==> config.mk <==
export PLATFORM = sky130hd
export DESIGN_NAME = coeff_sequencer
export DESIGN_NICKNAME = d
export VERILOG_FILES = /design/src/rtl/coeff_sequencer_pkg.sv /design/src/rtl/coeff_sequencer_decode.sv /design/src/rtl/coeff_sequencer.sv
export SDC_FILE = /design/constraint.sdc
export NUM_CORES = 1
export LEC_CHECK = 0
export BUFFER_PORTS_ARGS = -buffer_cell sky130_fd_sc_hd__buf_2
export CORE_MARGIN = 10
export CORE_UTILIZATION = 54
export DETAILED_ROUTE_END_ITERATION = 7
export HOLD_SLACK_MARGIN = 0.12
export PLACE_DENSITY = 0.81
export REMOVE_ABC_BUFFERS = 1
export SLEW_MARGIN = 10
export SYNTH_ARGS = -nofsm -noshare
export SYNTH_HDL_FRONTEND = slang
export SYNTH_HIERARCHICAL = 1
export SYNTH_SLANG_ARGS = --single-unit
==> constraint.sdc <==
create_clock -name clk -period 2.8 [get_ports clk]
set_clock_uncertainty 0.1 [all_clocks]
set_input_delay 0.14 -clock clk [delete_from_list [all_inputs] [get_ports clk]]
set_output_delay 0.14 -clock clk [all_outputs]
set_load 0.05 [all_outputs]
==> src/rtl/coeff_sequencer_pkg.sv <==
// Shared constants, FSM state type and coefficient field layout for coeff_sequencer.
package coeff_sequencer_pkg;

  localparam int unsigned NUM_SEG         = 16;
  localparam int unsigned COEFF_AW        = 9;
  localparam int unsigned DATA_AW         = 8;
  localparam int unsigned COEFF_W         = 9;
  localparam int unsigned COEFF_SIGN_BIT  = 8;
  localparam int unsigned COEFF_SHIFT_MSB = 7;
  localparam int unsigned COEFF_SHIFT_LSB = 0;
  localparam int unsigned SHIFT_W         = COEFF_SHIFT_MSB - COEFF_SHIFT_LSB + 1;

  typedef enum logic [2:0] {
    StIdle,
    StRjReq,
    StRjLat,
    StRun,
    StDrain,
    StSeg,
    StFin
  } state_e;

endpackage

==> src/rtl/coeff_sequencer_decode.sv <==
// Splits a 9-bit coefficient word into its sign flag and shift amount.
module coeff_sequencer_decode
  import coeff_sequencer_pkg::*;
(
  input  logic [COEFF_W-1:0] i_coeff,
  output logic               o_sign,
  output logic [SHIFT_W-1:0] o_shift
);

  assign o_sign  = i_coeff[COEFF_SIGN_BIT];
  assign o_shift = i_coeff[COEFF_SHIFT_MSB:COEFF_SHIFT_LSB];

endmodule

==> src/rtl/coeff_sequencer.sv <==
// Walks rj segments and coefficient terms to drive a shift/accumulate datapath.
// Optional feature: define COEFF_OVF_CHECK_EN to flag coefficient index overflow.
module coeff_sequencer #(
  parameter int unsigned NUM_SEG  = coeff_sequencer_pkg::NUM_SEG,
  parameter int unsigned COEFF_AW = coeff_sequencer_pkg::COEFF_AW,
  parameter int unsigned DATA_AW  = coeff_sequencer_pkg::DATA_AW
) (
  input  logic                clk,
  input  logic                reset,
  input  logic                start,
  input  logic [DATA_AW-1:0]  n_ptr,
  output logic [3:0]          rj_rd_addr,
  input  logic [7:0]          rj_rd_data,
  output logic [COEFF_AW-1:0] coeff_rd_addr,
  input  logic [8:0]          coeff_rd_data,
  output logic [DATA_AW-1:0]  x_rd_addr,
  output logic                x_sign,
  output logic                x_valid,
  output logic                seg_done,
  output logic                busy,
  output logic                done,
  output logic                coeff_err
);
  import coeff_sequencer_pkg::*;

  state_e               r_state, w_state_d;
  logic [DATA_AW-1:0]   r_nptr;
  logic [3:0]           r_seg;
  logic [COEFF_AW-1:0]  r_k;
  logic [7:0]           r_rem;
  logic                 r_drain;
  logic                 r_iss;
  logic                 r_xvalid;
  logic [DATA_AW-1:0]   r_xaddr;
  logic                 r_xsign;
  logic                 w_issue;
  logic                 w_ovf_hit;
  logic                 w_ovf_run;
  logic                 w_sign;
  logic [SHIFT_W-1:0]   w_shift;

  coeff_sequencer_decode u_decode (
    .i_coeff (coeff_rd_data),
    .o_sign  (w_sign),
    .o_shift (w_shift)
  );

  always_comb begin
    w_state_d     = r_state;
    w_issue       = 1'b0;
    rj_rd_addr    = '0;
    coeff_rd_addr = '0;
    seg_done      = 1'b0;
    done          = 1'b0;
    busy          = (r_state != StIdle);
    unique case (r_state)
      StIdle:  if (start) w_state_d = StRjReq;
      StRjReq: begin
        rj_rd_addr = r_seg;
        w_state_d  = StRjLat;
      end
      // After an overflow the remaining segments are skipped but still signalled.
      StRjLat: w_state_d = ((rj_rd_data == '0) || w_ovf_run) ? StSeg : StRun;
      StRun: begin
        w_issue = ~w_ovf_hit;
        if (w_issue) coeff_rd_addr = r_k;
        if ((r_rem == 8'd1) || w_ovf_hit) w_state_d = StDrain;
      end
      StDrain: if (r_drain) w_state_d = StSeg;
      StSeg: begin
        seg_done  = 1'b1;
        w_state_d = (r_seg == 4'(NUM_SEG - 1)) ? StFin : StRjReq;
      end
      StFin: begin
        done      = 1'b1;
        w_state_d = StIdle;
      end
      default: w_state_d = StIdle;
    endcase
  end

  always_ff @(posedge clk) begin
    if (reset) begin
      r_state  <= StIdle;
      r_nptr   <= '0;
      r_seg    <= '0;
      r_k      <= '0;
      r_rem    <= '0;
      r_drain  <= 1'b0;
      r_iss    <= 1'b0;
      r_xvalid <= 1'b0;
      r_xaddr  <= '0;
      r_xsign  <= 1'b0;
    end else begin
      r_state <= w_state_d;
      if ((r_state == StIdle) && start) begin
        r_nptr <= n_ptr;
        r_seg  <= '0;
        r_k    <= '0;
      end
      if (r_state == StRjLat) r_rem <= rj_rd_data;
      if (w_issue) begin
        r_k   <= r_k + 1'b1;
        r_rem <= r_rem - 8'd1;
      end
      if (r_state == StDrain) r_drain <= ~r_drain;
      if (r_state == StSeg) r_seg <= r_seg + 4'd1;
      r_iss    <= w_issue;
      r_xvalid <= r_iss;
      if (r_iss) begin
        r_xaddr <= r_nptr - DATA_AW'(w_shift);
        r_xsign <= w_sign;
      end
    end
  end

  assign x_rd_addr = r_xaddr;
  assign x_sign    = r_xsign;
  assign x_valid   = r_xvalid;

`ifdef COEFF_OVF_CHECK_EN
  logic r_wrap;
  logic r_ovf;
  logic r_err;

  assign w_ovf_hit = (r_state == StRun) && r_wrap;
  assign w_ovf_run = r_ovf;
  assign coeff_err = r_err;

  // r_wrap/r_ovf are per sample; r_err is sticky until reset.
  always_ff @(posedge clk) begin
    if (reset) begin
      r_wrap <= 1'b0;
      r_ovf  <= 1'b0;
      r_err  <= 1'b0;
    end else begin
      if ((r_state == StIdle) && start) begin
        r_wrap <= 1'b0;
        r_ovf  <= 1'b0;
      end else begin
        if (w_issue && (&r_k)) r_wrap <= 1'b1;
        if (w_ovf_hit) r_ovf <= 1'b1;
      end
      if (w_ovf_hit) r_err <= 1'b1;
    end
  end
`else
  assign w_ovf_hit = 1'b0;
  assign w_ovf_run = 1'b0;
  assign coeff_err = 1'b0;
`endif

endmodule

==> results.yml <==
clock_tree:
  numCtsBuffers: 5
  clock_latency_ps: 300
  h-tree-depth: 2
  root_buffer: "clkbuf_8"
  cts_tree: "done"
  cts.sink_count: 44
  clk_pin_slew_ps: 80
  cts_resized: 0
  cts_buffer_depth: 2
place:
  dpl_cell_area_sq_mm: 0.00274
  hpwl_microns: 4340
  gp_congestion: 0.818
  portBuffers: 53
synthesis:
  synth-async-reset-ratio_pct: 0
  syn_avg_cell_area_sq_um: 8.12
  yosysWarnings: 6
  ys_types: 56
  synth_edf_count: 0
  synth_seq_cells: 44
  synthCells: 314
  ys.flop_type: "dfxtp_1"
  ys_seq_area_share_pct: 34.5
  syn_area_sq_mm: 0.00255
detailed_routing:
  first_pass_iters: 4
  num_vias: 2355
  route.detailed.drc: 0
  vias_per_cell: 5.59
  post_drt_wl_per_cell_microns: 14.6
  ant_nets: 0
  first_iter_violations: 108
  drt_wl_total_microns: 6130
setup_path:
  r2r-start: "r_state[1]$_SDFFE_PP0P_"
  required_ps: 2880
  reg2reg_to: "r_nptr[5]$_SDFFE_PP0P_"
  cpMaxStageDelayCell: "dlygate4sd3_1"
  path_cells: "dlygate4sd3_1 -> buf_2 -> ha_1 -> inv_1 -> fa_1 -> a21o_1 -> a211oi_1 -> nor4_1 -> or4_1"
  slowest_delay_ps: 530
  worstSetupPathType: "input pin to flop"
  critical-path-top-delay-family: "buffers and inverters"
  crit_path_start_kind: "input pin"
  r2r_setup_slack_ps: 440
  critPathBufInv: 3
  crit_arrival_ps: 2510
  cp_max_fo: 2
  endpoint_kind: "flop"
  rr_worst_depth: 4
global_routing:
  grtUsageMet2_pct: 26.7
  grt_first_pass_wirelength_microns: 10600
  grt_pass1_vias: 2281
  grt_max_degree: 38
  grt_antenna_before_repair: 0
  met1_usage_pct: 20.8
  gr-max-usage-layer: "met2"
  use_met3_pct: 4.69
  gr-usage-all-layers_pct: 16.4
  grt_overflow_total: 0
die:
  dieHeight_microns: 88.7
  initial_core_util_pct: 57.0
  dieWidth_microns: 88.7
  ios: 55
  core-area_sq_mm: 0.00447
  num_rows: 24
  dieArea_sq_mm: 0.00787
timing:
  period_needed_ps: 2430
  hold_violations: 0
  fmax_mhz: 412
  rsz0062_at_grt: "no"
  worst_slew_pin_slew_ps: 1050
  setup_tns_ps: 0
  slew_viol_final: 0
  fin_crit_sh_pct: 86.7
  relSlewSlack_pct: 29.8
  setup_violations: 0
pwr:
  pwr-share-seq_pct: 40.2
  max-vdd-ir-drop_uv: 616
  p_comb_share_pct: 40.0
  clockPowerShare_pct: 19.8
  p_switching_mw: 0.838
  p_leak_nw: 1.30
  internal-power_mw: 1.26
  swShare_pct: 39.9
  powerDensity_mw_per_mm2: 699
cells_and_area:
  final_nets: 408
  area_growth_pct: 17.9
  layout-drive-gt1-share_pct: 18.7
  diodes: 0
  final_util_pct: 67.2
  final_area_sq_mm: 0.00301
  nFillCells: 390
  seq_area_sq_um: 881
  multiInputGateArea_sq_mm: 0.00144
min_path:
  hold_start: "rj_rd_data[6]"
  hold-path-cell-count: 5
  hold_path_end: "r_rem[6]$_SDFFE_PP0P_"
  hp-class: "input pin to flop"
run_status:
  outcome: "finished, final reports clean"
flow_run:
  cap_violations: 0
stage by stage:
step	worst slack, ps	total power [mW]	cells	hold WS [ps]
finish	372	2.10	421	158
CTS	379	2.11	421	142
global placement	564	1.65	395	281
detailed placement	500	1.67	395	299
floorplan	639	1.45	287	109
global route	237	2.26	421	181
registers in the layout, summed over array words and instances (netlist names):
signal and flops:
r_iss 1, r_nptr 8, r_state 3, r_rem 8
x_rd_addr 8, x_valid 1, r_k 9, r_seg 4
x_sign 1, r_drain 1
placed cells by master, fill, tap and decap left out, drive strengths merged, types with 3 or more instances in the layout:
cell type / synthesis / final
dlygate4sd3: 0 / 18
xnor2: 3 / 3
o21ai: 15 / 15
nor3: 5 / 5
dfxtp: 44 / 44
nand2b: 5 / 5
or3: 3 / 3
nand3: 6 / 6
nand2: 31 / 31
nand3b: 7 / 7
o311ai: 3 / 3
clkbuf: 12 / 8
a211oi: 10 / 10
buf: 15 / 56
or4: 6 / 6
and2: 9 / 9
inv: 17 / 17
nor2: 25 / 25
mux2i: 3 / 3
a21oi: 34 / 34
and3: 7 / 7
nor3b: 3 / 3
ha: 11 / 11
worst min-delay path: stages:
cell and delay [ps]:
buf_2 100, nor2_1 80, a41oi_1 50, nor2_1 80, nor3_1 60
logic make-up (layout without fill, tap and decap cells):
logic type	count (synthesis)	after routing	synth area share, %
flip-flops	44	44	34.5
AO/OA/AOI/OAI	82	82	20.1
buffers and inverters	44	99	9.32
multiplexers	4	4	1.62
AND/OR/NAND/NOR	122	122	26.4
XOR/XNOR	5	5	1.72
adder cells (fa/ha/maj)	12	12	6.18
other	1	1	0.147
final cells by class:
class / instances / share of cell area [%]
Tap cell: 52 / 2.16
Multi-Input combinational cell: 226 / 47.8
Inverter: 17 / 2.12
Sequential cell: 44 / 29.3
Clock buffer: 8 / 3.00
Timing Repair Buffer: 74 / 15.6
timing repair:
item / CTS / global route
setup buffers: 0 / 0
endpoints found under the hold margin: 16 / 0
hold buffers: 18 / 0
power groups by stage:
| stage | combinational, mW | clock (mW) | sequential [mW] |
|---|---|---|---|
| after floorplan | 0.587 | 0 | 0.865 |
| after global placement | 0.797 | 0 | 0.850 |
| after detailed placement | 0.812 | 0 | 0.857 |
| after CTS | 0.838 | 0.426 | 0.843 |
| after global routing | 0.947 | 0.453 | 0.863 |
| final | 0.839 | 0.416 | 0.845 |
worst max path at each step:
stage | startpoint | end | slack (ps) | depth (start not counted)
finish | coeff_rd_data[0] | x_rd_addr[6]$_SDFFE_PP0P_ | 370 | 9
global route | r_state[1]$_SDFFE_PP0P_ | r_nptr[5]$_SDFFE_PP0P_ | 240 | 4
CTS | coeff_rd_data[0] | x_rd_addr[6]$_SDFFE_PP0P_ | 380 | 9
detailed placement | r_nptr[0]$_SDFFE_PP0P_ | x_rd_addr[6]$_SDFFE_PP0P_ | 500 | 8
global placement | r_nptr[0]$_SDFFE_PP0P_ | x_rd_addr[6]$_SDFFE_PP0P_ | 560 | 8
floorplan | r_nptr[0]$_SDFFE_PP0P_ | x_rd_addr[6]$_SDFFE_PP0P_ | 640 | 8
synth_stat cells, types with 3 or more instances:
master    number  area [sq um]
or4_1          5          37.5
nor3_1         5          25.0
and2_1         9          56.3
mux2i_1        3          30.0
o311ai_0       3          26.3
dfxtp_1       44           881
or3_1          3          18.8
buf_6          3          33.8
nor3b_1        3          22.5
xnor2_1        3          26.3
nor2_1        25          93.8
inv_1         17          63.8
a21oi_1       34           170
a211oi_1      10          75.1
ha_1          11           138
and3_1         7          43.8
nand2b_1       5          31.3
nand3_1        6          30.0
o21ai_0       14          70.1
clkbuf_1      12          45.0
nand3b_1       7          52.6
nand2_1       31           116
buf_4         10          75.1
metal layers:
layer | share of wire (%) | vias to the layer above
met3 | 6.6 | 7
met4 | 0.90 | 0
met5 | 0 | -
li1 | - | 1218
met2 | 46 | 63
met1 | 47 | 1067
Power figures use the tool's default switching activity.
